### src/rtl/sc_chain_ctrl.sv
// sc_chain_ctrl: sequencer for a serial chain of two-phase scan cells.
// Drives non-overlapping SCK1/SCK2 pulses plus SEL and LAT. A run is an
// optional parallel capture, then CHAIN_LEN shift slots, then an optional
// LAT update. Each slot is GAP_CYC cycles with all strobes low, followed by
// PH_CYC cycles with exactly one strobe high.
// Optional feature macro: SC_CTRL_DOUT_EN. When it is defined, SC_SO is
// sampled into DOUT during shifting. When it is not defined, DOUT is tied
// to 0 and the sequencing and timing are unchanged.
//
// Handshake: START is a level request that is sampled only in IDLE. On that
// edge CAPTURE, UPDATE and DIN are latched. BUSY is high for every slot
// cycle of the run. DONE is a single-cycle pulse after BUSY falls. START is
// ignored while BUSY is high and during the DONE cycle.
module sc_chain_ctrl #(
   parameter int CHAIN_LEN = 16,
   parameter int PH_CYC    = 2,
   parameter int GAP_CYC   = 1
) (
   input  logic                 CLK,
   input  logic                 RST_N,
   input  logic                 START,
   input  logic                 CAPTURE,
   input  logic                 UPDATE,
   input  logic [CHAIN_LEN-1:0] DIN,
   output logic [CHAIN_LEN-1:0] DOUT,
   output logic                 BUSY,
   output logic                 DONE,
   output logic                 SC_SIN,
   input  logic                 SC_SO,
   output logic                 SC_SEL,
   output logic                 SC_LAT,
   output logic                 SC_SCK1,
   output logic                 SC_SCK2
);

   localparam int MAX_PH = (PH_CYC > GAP_CYC) ? PH_CYC : GAP_CYC;
   localparam int PW     = $clog2(MAX_PH + 1);
   localparam int BW     = $clog2(CHAIN_LEN + 1);
   localparam logic [PW-1:0] GAP_LAST = PW'(GAP_CYC - 1);
   localparam logic [PW-1:0] PH_LAST  = PW'(PH_CYC - 1);
   localparam logic [BW-1:0] BIT_LAST = BW'(CHAIN_LEN - 1);

   typedef enum logic [2:0] {
      S_IDLE  = 3'd0,
      S_CAP1  = 3'd1,
      S_CAP2  = 3'd2,
      S_SH1   = 3'd3,
      S_SH2   = 3'd4,
      S_LATCH = 3'd5,
      S_DONE  = 3'd6
   } state_t;

   state_t                state_q, state_d;
   logic                  pulse_q, pulse_d;      // 0: gap part of slot, 1: pulse part
   logic [PW-1:0]         ph_cnt_q, ph_cnt_d;    // cycle within current gap/pulse part
   logic [BW-1:0]         bit_cnt_q, bit_cnt_d;  // index k of the bit being shifted
   logic                  upd_q, upd_d;
   logic [CHAIN_LEN-1:0]  din_q, din_d;
   logic                  busy_q, busy_d;
   logic                  done_q, done_d;
   logic                  sin_q, sin_d;
   logic                  sel_q, sel_d;
   logic                  lat_q, lat_d;
   logic                  sck1_q, sck1_d;
   logic                  sck2_q, sck2_d;

   // Next-state and next-output logic; all outputs are registered from the next state
   always_comb begin
      state_d   = state_q;
      pulse_d   = pulse_q;
      ph_cnt_d  = ph_cnt_q;
      bit_cnt_d = bit_cnt_q;
      upd_d     = upd_q;
      din_d     = din_q;
      sin_d     = sin_q;

      case (state_q)
         S_IDLE: begin
            if (START) begin
               upd_d     = UPDATE;
               din_d     = DIN;
               state_d   = CAPTURE ? S_CAP1 : S_SH1;
               pulse_d   = 1'b0;
               ph_cnt_d  = '0;
               bit_cnt_d = '0;
            end
         end
         S_DONE: state_d = S_IDLE;
         default: begin
            if (!pulse_q) begin
               if (ph_cnt_q == GAP_LAST) begin
                  pulse_d  = 1'b1;
                  ph_cnt_d = '0;
               end else begin
                  ph_cnt_d = ph_cnt_q + PW'(1);
               end
            end else if (ph_cnt_q != PH_LAST) begin
               ph_cnt_d = ph_cnt_q + PW'(1);
            end else begin
               // end of slot: advance to the next slot's first gap cycle
               pulse_d  = 1'b0;
               ph_cnt_d = '0;
               case (state_q)
                  S_CAP1: state_d = S_CAP2;
                  S_CAP2: state_d = S_SH1;
                  S_SH1:  state_d = S_SH2;
                  S_SH2: begin
                     if (bit_cnt_q == BIT_LAST) begin
                        state_d = upd_q ? S_LATCH : S_DONE;
                     end else begin
                        bit_cnt_d = bit_cnt_q + BW'(1);
                        state_d   = S_SH1;
                     end
                  end
                  default: state_d = S_DONE;
               endcase
            end
         end
      endcase

      busy_d = (state_d != S_IDLE) && (state_d != S_DONE);
      done_d = (state_d == S_DONE);
      sel_d  = (state_d == S_CAP1) || (state_d == S_CAP2);
      sck1_d = pulse_d && ((state_d == S_CAP1) || (state_d == S_SH1));
      sck2_d = pulse_d && ((state_d == S_CAP2) || (state_d == S_SH2));
      lat_d  = pulse_d && (state_d == S_LATCH);

      // SIN only moves on entry to an SH1 slot, i.e. in its first gap cycle
      if ((state_d == S_SH1) && (state_q != S_SH1)) begin
         for (int i = 0; i < CHAIN_LEN; i++) begin
            if (bit_cnt_d == BW'(CHAIN_LEN - 1 - i)) sin_d = din_d[i];
         end
      end
   end

   // State, counters and registered outputs; reset aborts any run immediately
   always_ff @(posedge CLK) begin
      if (!RST_N) begin
         state_q   <= S_IDLE;
         pulse_q   <= 1'b0;
         ph_cnt_q  <= '0;
         bit_cnt_q <= '0;
         upd_q     <= 1'b0;
         din_q     <= '0;
         busy_q    <= 1'b0;
         done_q    <= 1'b0;
         sin_q     <= 1'b0;
         sel_q     <= 1'b0;
         lat_q     <= 1'b0;
         sck1_q    <= 1'b0;
         sck2_q    <= 1'b0;
      end else begin
         state_q   <= state_d;
         pulse_q   <= pulse_d;
         ph_cnt_q  <= ph_cnt_d;
         bit_cnt_q <= bit_cnt_d;
         upd_q     <= upd_d;
         din_q     <= din_d;
         busy_q    <= busy_d;
         done_q    <= done_d;
         sin_q     <= sin_d;
         sel_q     <= sel_d;
         lat_q     <= lat_d;
         sck1_q    <= sck1_d;
         sck2_q    <= sck2_d;
      end
   end

`ifdef SC_CTRL_DOUT_EN
   logic [CHAIN_LEN-1:0] dout_q, dout_d;

   // Sample SC_SO in the last gap cycle of each SH1 slot: sample k lands in DOUT[CHAIN_LEN-1-k]
   always_comb begin
      dout_d = dout_q;
      if ((state_q == S_SH1) && !pulse_q && (ph_cnt_q == GAP_LAST)) begin
         for (int i = 0; i < CHAIN_LEN; i++) begin
            if (bit_cnt_q == BW'(CHAIN_LEN - 1 - i)) dout_d[i] = SC_SO;
         end
      end
   end

   // DOUT register, updated in place and held between runs
   always_ff @(posedge CLK) begin
      if (!RST_N) dout_q <= '0;
      else        dout_q <= dout_d;
   end

   assign DOUT = dout_q;
`else
   logic unused_so;
   assign unused_so = SC_SO;
   assign DOUT      = '0;
`endif

   assign BUSY    = busy_q;
   assign DONE    = done_q;
   assign SC_SIN  = sin_q;
   assign SC_SEL  = sel_q;
   assign SC_LAT  = lat_q;
   assign SC_SCK1 = sck1_q;
   assign SC_SCK2 = sck2_q;

endmodule
### config.mk
export PLATFORM = sky130hd
export DESIGN_NAME = sc_chain_ctrl
export DESIGN_NICKNAME = d
export VERILOG_FILES = /design/src/rtl/sc_chain_ctrl.sv
export SDC_FILE = /design/constraint.sdc
export NUM_CORES = 1
export LEC_CHECK = 0
export CORE_MARGIN = 2
export CORE_UTILIZATION = 30
export DETAILED_ROUTE_END_ITERATION = 6
export PLACE_DENSITY = 0.54
export SKIP_CTS_REPAIR_TIMING = 1
export SLEW_MARGIN = 5
export SYNTH_ARGS = -nofsm -noshare
export SYNTH_HDL_FRONTEND = slang
export SYNTH_SLANG_ARGS = --single-unit
export TNS_END_PERCENT = 30
### constraint.sdc
create_clock -name CLK -period 2.39 [get_ports CLK]
set_clock_uncertainty 0.05 [all_clocks]
set_input_delay 0.5975 -clock CLK [delete_from_list [all_inputs] [get_ports CLK]]
set_output_delay 0.5975 -clock CLK [all_outputs]
set_load 0.02 [all_outputs]
==> flow_summary_export.csv <==
group,metric,value,unit
cells_and_area,nets,361,
worst_setup_path,worst-path-max-fanout,10,
outcome,outcome,"complete, but fails checks",
timing,hold_ws,0.411,ns
floorplan,rows,30,
routing,postRouteAntennaNets,0,
synth,yosys-top-cells-count,"35 x dfxtp_1, 34 x nor2_1, 33 x nand2_1",
timing,fin_crit,2.59,ns
worst_setup_path,crit_start,"state_q[1]",
synth,syn_area,2030,µm²
floorplan,core_area,6680,µm²
global_routing,grt_pass1_vias,1915,
worst_setup_path,cp-start-kind,"register",
worst_setup_path,arrival,2.70,ns
floorplan,start_util,0.304,
synth,synth_top_area_share,0.344,
routing,via_count,1993,
routing,viasPerCell,4.78,
outcome,violations,"negative setup slack",
routing,route.detailed.drc,0,
min_path,hold_path.class,"reg -> reg",
cells_and_area,nFillCells,705,
worst_setup_path,rr_startpoint,"state_q[1]",
power,ir_drop,0.294,mV
timing,worst_slew_pin_slew,0.548,ns
worst_setup_path,critPathCaptureType,"register",
global_routing,grt_start_max_net_pins,18,
cts,cts_buffers,5,
routing,route.detailed.wl_per_inst,12.6,µm
synth,synth.ff_latch_count,35,
timing,fmax,0.386,GHz
synth,seq_area_frac_synth,0.344,
placement,dp_hpwl,4040,µm
cells_and_area,fin_util,0.439,
timing,slew_headroom,0.635,
routing,drt_iter0_drc,120,
synth,synth_edf_count,0,
cells_and_area,seqCellArea,703,µm²
cts,clk_path_buf_depth,2,
cells_and_area,antenna_cells,0,
worst_setup_path,critical_path_class,"reg -> reg",
synth,yosysMostFrequentCell,"dfxtp_1",
synth,synthDistinctLibCells,58,
cells_and_area,drive_above_1_share,0.285,
synth,synth_cells,252,
cts,cts_tree,"yes",
cts,clk_pin_slew,0.08,ns
cells_and_area,multi_input_area,1260,µm²
job,cap_violations,0,
timing,rsz0062_at_grt,"true",
routing,first_pass_iters,4,
placement,post-place-ws,-0.698,ns
timing,setup_ws,-0.198,ns
timing,finalMaxSlewViolations,0,
global_routing,antenna_found_initial,0,
synth,synth_top_area_cell,"dfxtp_1",
global_routing,grt_overflow,0,
timing,finalCritPeriodShare,1.08,
placement,place.gp.congestion,0.859,
global_routing,track_usage,0.147,
timing,finalSetupViolations,1,
cts,root_buffer,"clkbuf_8",
cts,insertion_delay,0.28,ns
cts,htreeDepth,2,
cts,cts_sinks,35,
floorplan,dieHeight,86.4,µm
synth,synthFlopType,"dfxtp_1",
floorplan,io_pins,45,
floorplan,die_x,86.4,µm
placement,port_buffers,27,
cells_and_area,area_delta_synth_final,44.2,%
global_routing,grt_pass1_wl,8860,µm
routing,wl,5240,µm
power,p_leak,1.26,nW
cells_and_area,final_cells,417,
synth,synthTopCellsByArea,"dfxtp_1 34%, nor2_1 6.3%, nand2_1 6.1%, buf_4 5.9%, mux2i_1 4.9%",
placement,dp.cells,406,
synth,ys_warn_count,0,
min_path,hp-start,"din_q[12]",
synth,async_flop_share,0,
synth,avgSynthCellArea,8.07,µm²
power,power.density,470,nW/µm²
power,p_total,0.00138,W
floorplan,die_area,7460,µm²
worst_setup_path,cp_data_required_time,2.51,ns
timing,hold_violations,0,
-- power breakdown --
| part | internal (W) | switching (W) | total [W] |
|---|---|---|---|
| clock | 0.000203 | 0.000227 | 0.000430 |
| sequential | 0.000615 | 0.0000157 | 0.000631 |
| combinational | 0.000162 | 0.000156 | 0.000318 |
-- routing by layer --
layer,routed length (µm),global-route usage,vias to the layer above,part of all wire
met2,2430,0.242,42,0.46
met1,2590,0.201,911,0.49
met3,181,0.0238,2,0.035
met4,38,0.0384,0,0.0073
met5,0,0,-,0
li1,-,-,1038,-
-- placed cells by master, fill, tap and decap left out, types with 6 or more instances in the layout --
master            n
nand2_1          33
a21oi_1          11
and2_1            6
conb_1           16
clkdlybuf4s50_1  26
o21ai_0           9
buf_4            62
mux2i_1           9
nor2_1           34
dfxtp_1          33
-- logic make-up (layout without fill, tap and decap cells) --
kind of cell | after synthesis | in the layout | share of synthesized area
AO/OA/AOI/OAI | 56 | 56 | 0.197
flip-flops | 35 | 35 | 0.344
AND/OR/NAND/NOR | 109 | 109 | 0.267
adder cells (fa/ha/maj) | 3 | 3 | 0.0185
XOR/XNOR | 2 | 2 | 0.00861
other | 1 | 16 | 0.00184
multiplexers | 12 | 12 | 0.0603
buffers and inverters | 34 | 104 | 0.103
-- worst paths after layout --
kind	to	slack [ns]	depth (start not counted)
max reg2reg	SC_SIN	-0.20	10
min	din_q[12]	0.41	2
min reg2reg	din_q[12]	0.41	2
max	SC_SIN	-0.20	10
-- state kept, by name (all words and copies together) (netlist names) --
register,flops
state_q,3
DONE,1
BUSY,1
SC_SCK1,1
din_q,16
SC_SEL,1
ph_cnt_q,2
upd_q,1
SC_SIN,1
pulse_q,1
SC_LAT,1
bit_cnt_q,5
SC_SCK2,1
-- critical path: stages (launching register included) --
cell and delay (ns):
dfxtp_1 0.34, buf_4 0.14, buf_4 0.16, o31a_1 0.27
a311o_1 0.38, buf_4 0.17, nor3b_4 0.25, a221oi_2 0.10
a22o_1 0.23, a221oi_2 0.26, o32ai_1 0.11
-- cell type report --
type	instances	share of cell area
Timing Repair Buffer	91	0.259
Sequential cell	35	0.240
Tap cell	80	0.0341
Inverter	5	0.00640
Clock inverter	3	0.00683
Multi-Input combinational cell	198	0.430
Clock buffer	5	0.0235
-- metrics by stage --
| stage | setup TNS, ns | cell area [µm²] |
|---|---|---|
| 2_1_floorplan | -0.0269 | 2110 |
| 3_3_place_gp | -1.40 | 2750 |
| 3_5_place_dp | -1.56 | 2750 |
| 4_1_cts | -0.402 | 2840 |
| 5_1_grt | -0.336 | 2930 |
| 6_report | -0.198 | 2930 |
Power figures use the tool's default switching activity.
